==> src/rtl/debug_request_scheduler.sv <==
// rtl/debug_request_scheduler.sv - walks debug control units in ID order and forwards their frames to the TX FIFO
module debug_request_scheduler #(
  parameter int          N_CTRL           = 4,
  parameter int          NB_CONTROL_FRAME = 32,
  parameter int          NB_TIMEOUT       = 4,
  parameter int          TIMEOUT          = 8,
  parameter logic [5:0]  IDLE_ID          = 6'h3F
) (
  input  logic                               i_clock,
  input  logic                               i_reset,
  input  logic                               i_start,
  input  logic [N_CTRL-1:0]                  i_writing,
  input  logic [N_CTRL*NB_CONTROL_FRAME-1:0] i_frames,
  input  logic                               i_fifo_full,
  output logic [5:0]                         o_request_select,
  output logic [NB_CONTROL_FRAME-1:0]        o_frame,
  output logic                               o_frame_valid,
  output logic                               o_busy,
  output logic                               o_done,
  output logic                               o_timeout_err,
  output logic                               o_overflow_err
);

  localparam int NB_IDX = (N_CTRL > 1) ? $clog2(N_CTRL) : 1;
  localparam logic [NB_IDX-1:0]     LAST_IDX   = NB_IDX'(N_CTRL - 1);
  localparam logic [NB_TIMEOUT-1:0] TIMER_LAST = NB_TIMEOUT'(TIMEOUT - 1);

  typedef enum logic [2:0] {IDLE, WAIT, STREAM, GAP, DONE} state_t;

  state_t                  state;
  logic [NB_IDX-1:0]       idx;
  logic [NB_TIMEOUT-1:0]   timer;
  logic                    sel_writing;
  logic [NB_CONTROL_FRAME-1:0] sel_frame;

  assign sel_writing = i_writing[idx];
  assign sel_frame   = i_frames[int'(idx)*NB_CONTROL_FRAME +: NB_CONTROL_FRAME];

  always_ff @(posedge i_clock) begin
    if (i_reset) begin
      state            <= IDLE;
      idx              <= '0;
      timer            <= '0;
      o_request_select <= IDLE_ID;
      o_frame          <= '0;
      o_frame_valid    <= 1'b0;
      o_busy           <= 1'b0;
      o_done           <= 1'b0;
      o_timeout_err    <= 1'b0;
      o_overflow_err   <= 1'b0;
    end else begin
      o_done        <= 1'b0;
      o_frame_valid <= 1'b0;

      // A frame offered while the FIFO is full is lost, not retried.
      if ((state == WAIT || state == STREAM) && sel_writing) begin
        if (!i_fifo_full) begin
          o_frame       <= sel_frame;
          o_frame_valid <= 1'b1;
        end else begin
          o_overflow_err <= 1'b1;
        end
      end

      case (state)
        IDLE: begin
          if (i_start) begin
            state            <= WAIT;
            idx              <= '0;
            timer            <= '0;
            o_request_select <= 6'd0;
            o_busy           <= 1'b1;
            o_timeout_err    <= 1'b0;
            o_overflow_err   <= 1'b0;
          end
        end
        WAIT: begin
          timer <= timer + 1'b1;
          if (sel_writing) begin
            state <= STREAM;
          end else if (timer == TIMER_LAST) begin
            o_timeout_err    <= 1'b1;
            state            <= GAP;
            o_request_select <= IDLE_ID;
          end
        end
        STREAM: begin
          if (!sel_writing) begin
            state            <= GAP;
            o_request_select <= IDLE_ID;
          end
        end
        GAP: begin
          timer <= '0;
          if (idx == LAST_IDX) begin
            state  <= DONE;
            o_done <= 1'b1;
          end else begin
            idx              <= idx + 1'b1;
            state            <= WAIT;
            o_request_select <= 6'(idx + 1'b1);
          end
        end
        DONE: begin
          state  <= IDLE;
          o_busy <= 1'b0;
        end
        default: begin
          state            <= IDLE;
          o_busy           <= 1'b0;
          o_request_select <= IDLE_ID;
        end
      endcase
    end
  end

endmodule

==> config.mk <==
export PLATFORM = sky130hd
export DESIGN_NAME = debug_request_scheduler
export DESIGN_NICKNAME = d
export VERILOG_FILES = /design/src/rtl/debug_request_scheduler.sv
export SDC_FILE = /design/constraint.sdc
export NUM_CORES = 1
export LEC_CHECK = 0
export CAP_MARGIN = 20
export CORE_MARGIN = 10
export CORE_UTILIZATION = 33
export CTS_CLUSTER_DIAMETER = 120
export DETAILED_ROUTE_END_ITERATION = 10
export MAX_ROUTING_LAYER = met4
export PLACE_DENSITY_LB_ADDON = 0.08
export SYNTH_ARGS = -nofsm -noshare
export SYNTH_HDL_FRONTEND = slang
export SYNTH_SLANG_ARGS = --single-unit
==> constraint.sdc <==
create_clock -name i_clock -period 1.6 [get_ports i_clock]
set_input_delay 0.32 -clock i_clock [delete_from_list [all_inputs] [get_ports i_clock]]
set_output_delay 0.32 -clock i_clock [all_outputs]
set_load 0.1 [all_outputs]
==> reports/results.ini, run 1 <==
[routing]
postRouteAntennaNets=0
wl_per_cell_um=18.9
routed_wl_mm=10.9
drc_errors=0
num_vias=2902
first_iter_violations=89
vias_per_cell=5.04
drt-pass1-iter-count=4

[timing]
fin_worst_skew_ns=0.00948
hold_viol=0
fin_crit_sh=1.03
slew_viol_final=0
worst-slew-pin-transition_ns=0.311
max_freq_mhz=608
setup_tns_ns=-0.506
finalCriticalPeriod_ns=1.65
finalWorstSetupSlack_ns=-0.0455
relSlewSlack=0.787
setup_viol=27
rsz0062_at_grt=true

[logic_synthesis]
synth.top_cell.area_share=0.363
ys_ff_latch=50
postSynthAreaPerCell_um2=9.82
synthesis.area_mm2=0.00276
yosys-top-cells-count=nand2_1 (68), dfxtp_1 (50), a21oi_1 (35), mux4_2 (33)
synth_top_cell_by_area=dfxtp_1
async_flop_share=0
synth_edf_count=0
synthFlopType=dfxtp_1
ys_seq_area_frac=0.363
syn_nets=419
synthCells=281
synth_cell_type_count=37
yosysWarningCount=0
synth_area_leaders=dfxtp_1 (36%), mux4_2 (27%), nand2_1 (9.3%), a21oi_1 (6.3%), buf_2 (2.4%)
synth_most_common_cell=nand2_1

[placement]
placed_area_mm2=0.00522
dp.final_hpwl_mm=8.67
gp_congestion=0.798
port_buffers=178
place_inst=564
place_ws_ns=-0.373

[min_path]
min-delay-start=i_reset
hold_path_class=in2reg

[cells_and_area]
drive_above_1_share=0.343
layout.cells.non_filler=576
design_area_mm2=0.00552
area_growth_pct=100
fin_nets=607

[cts]
ctsLongestPathBuffers=2
clock_latency_ns=0.31
post_cts_buffers=0
tritoncts=done
clk_pin_slew_ns=0.10
clockRootBuffer=clkbuf_8
htreeDepth=2
clock-sinks=50
cts_made_buffers=5

[global_routing]
overflow=0
grt_usage=0.167
antenna_found_initial=1
grt_pass1_wl_mm=16.4
grt_max_degree=40
grt_pass1_vias=3164

[floorplan]
die_x_um=111
die-height_um=111
fp.coreArea_mm2=0.00818
fp.dieArea_mm2=0.0124
num_rows=33
io_pins=179
initial_core_util=0.337

[power]
ir_drop_uv=370
p_leak_nw=1.98
power.total_mw=3.94
power_density_mw_per_mm2=713

[critical_path]
cp.required_ns=1.86
crit_path_start_kind=input port
cp.arrival_ns=1.91
timing.critical_path.from=i_writing[0]
crit_fanout=7
critPathCaptureType=register
path_class=in2reg
rr_startpoint=idx[0]

[run_status]
outcome=finished with violations
violations=negative setup slack

[job]
max-cap-violations=0

-- worst max-delay path, stage by stage --
cell and delay [ns]:
clkdlybuf4s50_1 0.43, mux4_2 0.59, nor2b_4 0.19, o311ai_2 0.21, o31a_1 0.17
-- registers in the layout, indices dropped and copies added (netlist names) --
signal / flops
o_frame: 32
o_request_select: 4
timer: 4
state: 3
idx: 2
o_busy: 1
o_done: 1
o_frame_valid: 1
o_overflow_err: 1
o_timeout_err: 1
-- cell families after synthesis --
logic type	count (synthesis)	synth area share
DFF	50	0.363
buffers and inverters	34	0.0576
adders and majority gates	2	0.00907
and+or+nand+nor	101	0.164
xor gates and xnor gates	4	0.0127
muxes	36	0.280
AOI/OAI and AO/OA	54	0.114
-- routing by layer --
layer	wire, um	global-route usage	up-vias	part of all wire
met5	0	-	-	0
met4	134	0.0463	0	0.012
met3	904	0.0676	9	0.083
met2	5670	0.289	106	0.52
met1	4160	0.171	1399	0.38
li1	-	-	1388	-
-- power breakdown --
part / internal (mW) / total (mW) / switching [mW]
combinational: 0.837 / 1.73 / 0.893
clock: 0.350 / 0.780 / 0.430
sequential: 1.33 / 1.43 / 0.0990
total: 2.51 / 3.94 / 1.42
-- path summary, 6_finish.rpt --
path                         endpoint  slack [ns]  depth (start not counted)
hold reg to reg            o_frame[0]        0.49                          2
setup / recovery  o_request_select[0]       -0.05                          5
setup reg to reg  o_request_select[0]       -0.04                          4
hold / removal               state[1]        0.32                          2
-- what timing repair did --
action | 4_1_cts | 5_1_grt
hold buffers | 0 | 0
gates cloned | 1 | 2
pin swaps | 1 | 9
resized for setup | 10 | 38
setup endpoints to repair | 26 | 43
-- final cells by class --
| type | count | area [um^2] |
|---|---|---|
| multi-input combinational | 198 | 1760 |
| tap | 105 | 131 |
| antenna | 1 | 2.50 |
| fill | 637 | 2660 |
| inverter | 8 | 30.0 |
| sequential | 50 | 1010 |
| timing repair buffer | 206 | 2490 |
| clock buffer | 7 | 86.3 |
| clock inverter | 1 | 5.00 |
-- placed cells by master (no fill, tap or decap), drive strengths merged, types with 2 or more instances in the layout --
cell type | Yosys | routed
mux2i | 3 | 3
nor2 | 13 | 13
o22ai | 2 | 2
clkbuf | 10 | 8
o31a | 2 | 2
nor2b | 2 | 2
nand2 | 68 | 68
o21ai | 4 | 4
mux4 | 33 | 33
o311ai | 3 | 3
nor3 | 4 | 4
nand3b | 3 | 3
inv | 8 | 8
or2 | 2 | 2
xnor2 | 3 | 3
clkdlybuf4s50 | 0 | 134
nand3 | 3 | 3
a21oi | 35 | 35
and3 | 1 | 2
a2111oi | 2 | 2
ha | 2 | 2
a211oi | 3 | 3
buf | 16 | 71
dfxtp | 50 | 50
-- stage by stage --
step / hold WS (ns) / utilization
after floorplan: 0.477 / -
after global placement: 0.479 / 0.639
after detailed placement: 0.485 / 0.639
after CTS: 0.312 / 0.654
after global routing: 0.341 / 0.675
final: 0.324 / 0.675
Note: power is estimated with default switching activity, not from simulation.
==> run 2, diff against run 1 <==
PLACE_DENSITY = 0.77   (was not set)
PLACE_DENSITY_LB_ADDON = not set   (was 0.08)
==> run 2 against run 1 <==
  * The flow still finishes with violations (negative setup slack)
  * Sequential share of layout area about the same
  * Total power increased by 2.8%
  * Maximum frequency increased by 0.95%
  * Via count increased by 1.4%
  * Global-route usage increased by 1.1 points
  * Sequential cell count unchanged
  * Clock power increased by 13%
  * Wire length increased by 3.0%
  * Hold slack improved by 0.17 ns
==> reports/results.ini, run 2 (same netlist as run 1, synthesis figures left out) <==
[critical_path]
reg2reg_to=o_request_select[0]
rr_startpoint=idx[0]
path_class=in2reg
cp.arrival_ns=1.82
reg2reg_depth=4
r2r_slack_ns=-0.01
critPathCaptureType=register
crit_fanout=6
crit_path_start_kind=input port
cp.required_ns=1.79

[cells_and_area]
layout_common_cells=clkdlybuf4s50_1 (130), nand2_1 (64), buf_12 (46)
largest_register_ffs=32
design_area_mm2=0.00553
top_register=o_frame
drive_above_1_share=0.315
area_growth_pct=100
final_common_cell=clkdlybuf4s50_1
final_util=0.676
top_regs=o_frame: 32 flops, o_request_select: 4 flops, timer: 4 flops
fin_nets=610

[routing]
drc_errors=0
postRouteAntennaNets=0
num_vias=2944
first_iter_violations=109
routed_wl_mm=11.2
vias_per_cell=5.08
drt-pass1-iter-count=4
wl_per_cell_um=19.3

[run_status]
violations=negative setup slack
outcome=finished with violations

[floorplan]
fp.coreArea_mm2=0.00818
die-height_um=111
fp.dieArea_mm2=0.0124
die_x_um=111
initial_core_util=0.337
io_pins=179
num_rows=33

[job]
max-cap-violations=0

[timing]
finalWorstSetupSlack_ns=-0.0299
setup_viol=1
whs_ns=0.492
hold_viol=0
slew_viol_final=0
rsz0062_at_grt=true
max_freq_mhz=614
fin_worst_skew_ns=0.00934
fin_crit_sh=1.02
worst-slew-pin-transition_ns=0.549
relSlewSlack=0.634
finalCriticalPeriod_ns=1.63

[placement]
placed_area_mm2=0.00519
dp.final_hpwl_mm=8.94
gp_congestion=0.878
port_buffers=178

[power]
ir_drop_uv=380
p_leak_nw=1.99
power_density_mw_per_mm2=732

[global_routing]
grt_max_degree=29
overflow=0
grt_pass1_wl_mm=17.5
antenna_found_initial=1
grt_pass1_vias=3350
grt_usage=0.178

[cts]
clock_latency_ns=0.30
clockRootBuffer=clkbuf_8
clock-sinks=50
cts_made_buffers=5
ctsLongestPathBuffers=2
clk_pin_slew_ns=0.09
htreeDepth=2
tritoncts=done

[min_path]
min_path_cells=2
worst_hold_path.endpoint=idx[0]
min-delay-start=i_reset
hold_path_class=in2reg

## run 2: changes by cell type in the layout (fill, tap and decap cells not counted), moves of 2 or more
| cell | previous run | this run |
|---|---|---|
| a21oi_1 | 21 | 30 |
| a21oi_2 | 14 | 5 |
| nand2_4 | 2 | 0 |
| buf_4 | 22 | 24 |
| dlygate4sd2_1 | 0 | 4 |
| o311ai_2 | 3 | 1 |
| nand2_1 | 58 | 64 |
| nand2_2 | 8 | 4 |
| o311ai_1 | 0 | 2 |
| clkdlybuf4s50_1 | 134 | 130 |
## run 2: worst max-delay path by stage
stage,endpoint,slack (ns),from,cells past startpoint
after floorplan,o_frame[2],-0.06,idx[0],7
after global placement,o_frame[27],-0.32,i_writing[3],5
after detailed placement,o_request_select[0],-0.40,i_writing[3],5
after CTS,o_request_select[0],-0.04,idx[0],4
after global routing,o_frame[17],-0.05,idx[0],5
final,o_request_select[0],-0.03,i_start,4
## run 2: what timing repair did
action,in CTS,in global routing
gates resized for setup,14,31
setup endpoints to repair,35,45
buffers inserted,4,2
pin swaps,2,5
cloned,3,0
hold buffers,0,0
endpoints found under the hold margin,0,0
## run 2: cell type report
cell class | instances | area [um^2]
fill | 621 | 2650
timing repair buffer | 207 | 2460
multi-input combinational | 200 | 1780
sequential | 50 | 1010
tap | 105 | 131
clock buffer | 7 | 76.3
clock inverter | 1 | 30.0
inverter | 8 | 30.0
antenna | 1 | 2.50
## run 2: per-layer routing
layer | vias to the layer above | part of all wire | GRT usage
li1 | 1398 | - | -
met1 | 1396 | 0.36 | 0.176
met2 | 133 | 0.55 | 0.327
met3 | 17 | 0.069 | 0.0531
met4 | 0 | 0.014 | 0.0531
met5 | - | 0 | -
## run 2: report_power, final
group          internal (mW)  switching [mW]  total [mW]
registers               1.33           0.103        1.43
clock network          0.469           0.410       0.879
logic                  0.835           0.902        1.74
total                   2.63            1.41        4.05
## run 2: worst max-delay path, cell delays in order
cell and delay, ns:
clkdlybuf4s50_1 0.49, or3b_2 0.47, a21o_4 0.25, o31a_1 0.28
## run 2: metrics by stage
step | power, mW | instances | TNS (ns) | setup WS (ns)
final | 4.05 | 579 | -0.0299 | -0.0299
after global routing | 4.21 | 579 | -0.841 | -0.0532
after floorplan | 2.30 | 281 | -1.65 | -0.0551
after global placement | 3.06 | 561 | -13.83 | -0.322
after CTS | 4.02 | 576 | -0.122 | -0.0428
after detailed placement | 3.09 | 561 | -16.22 | -0.397
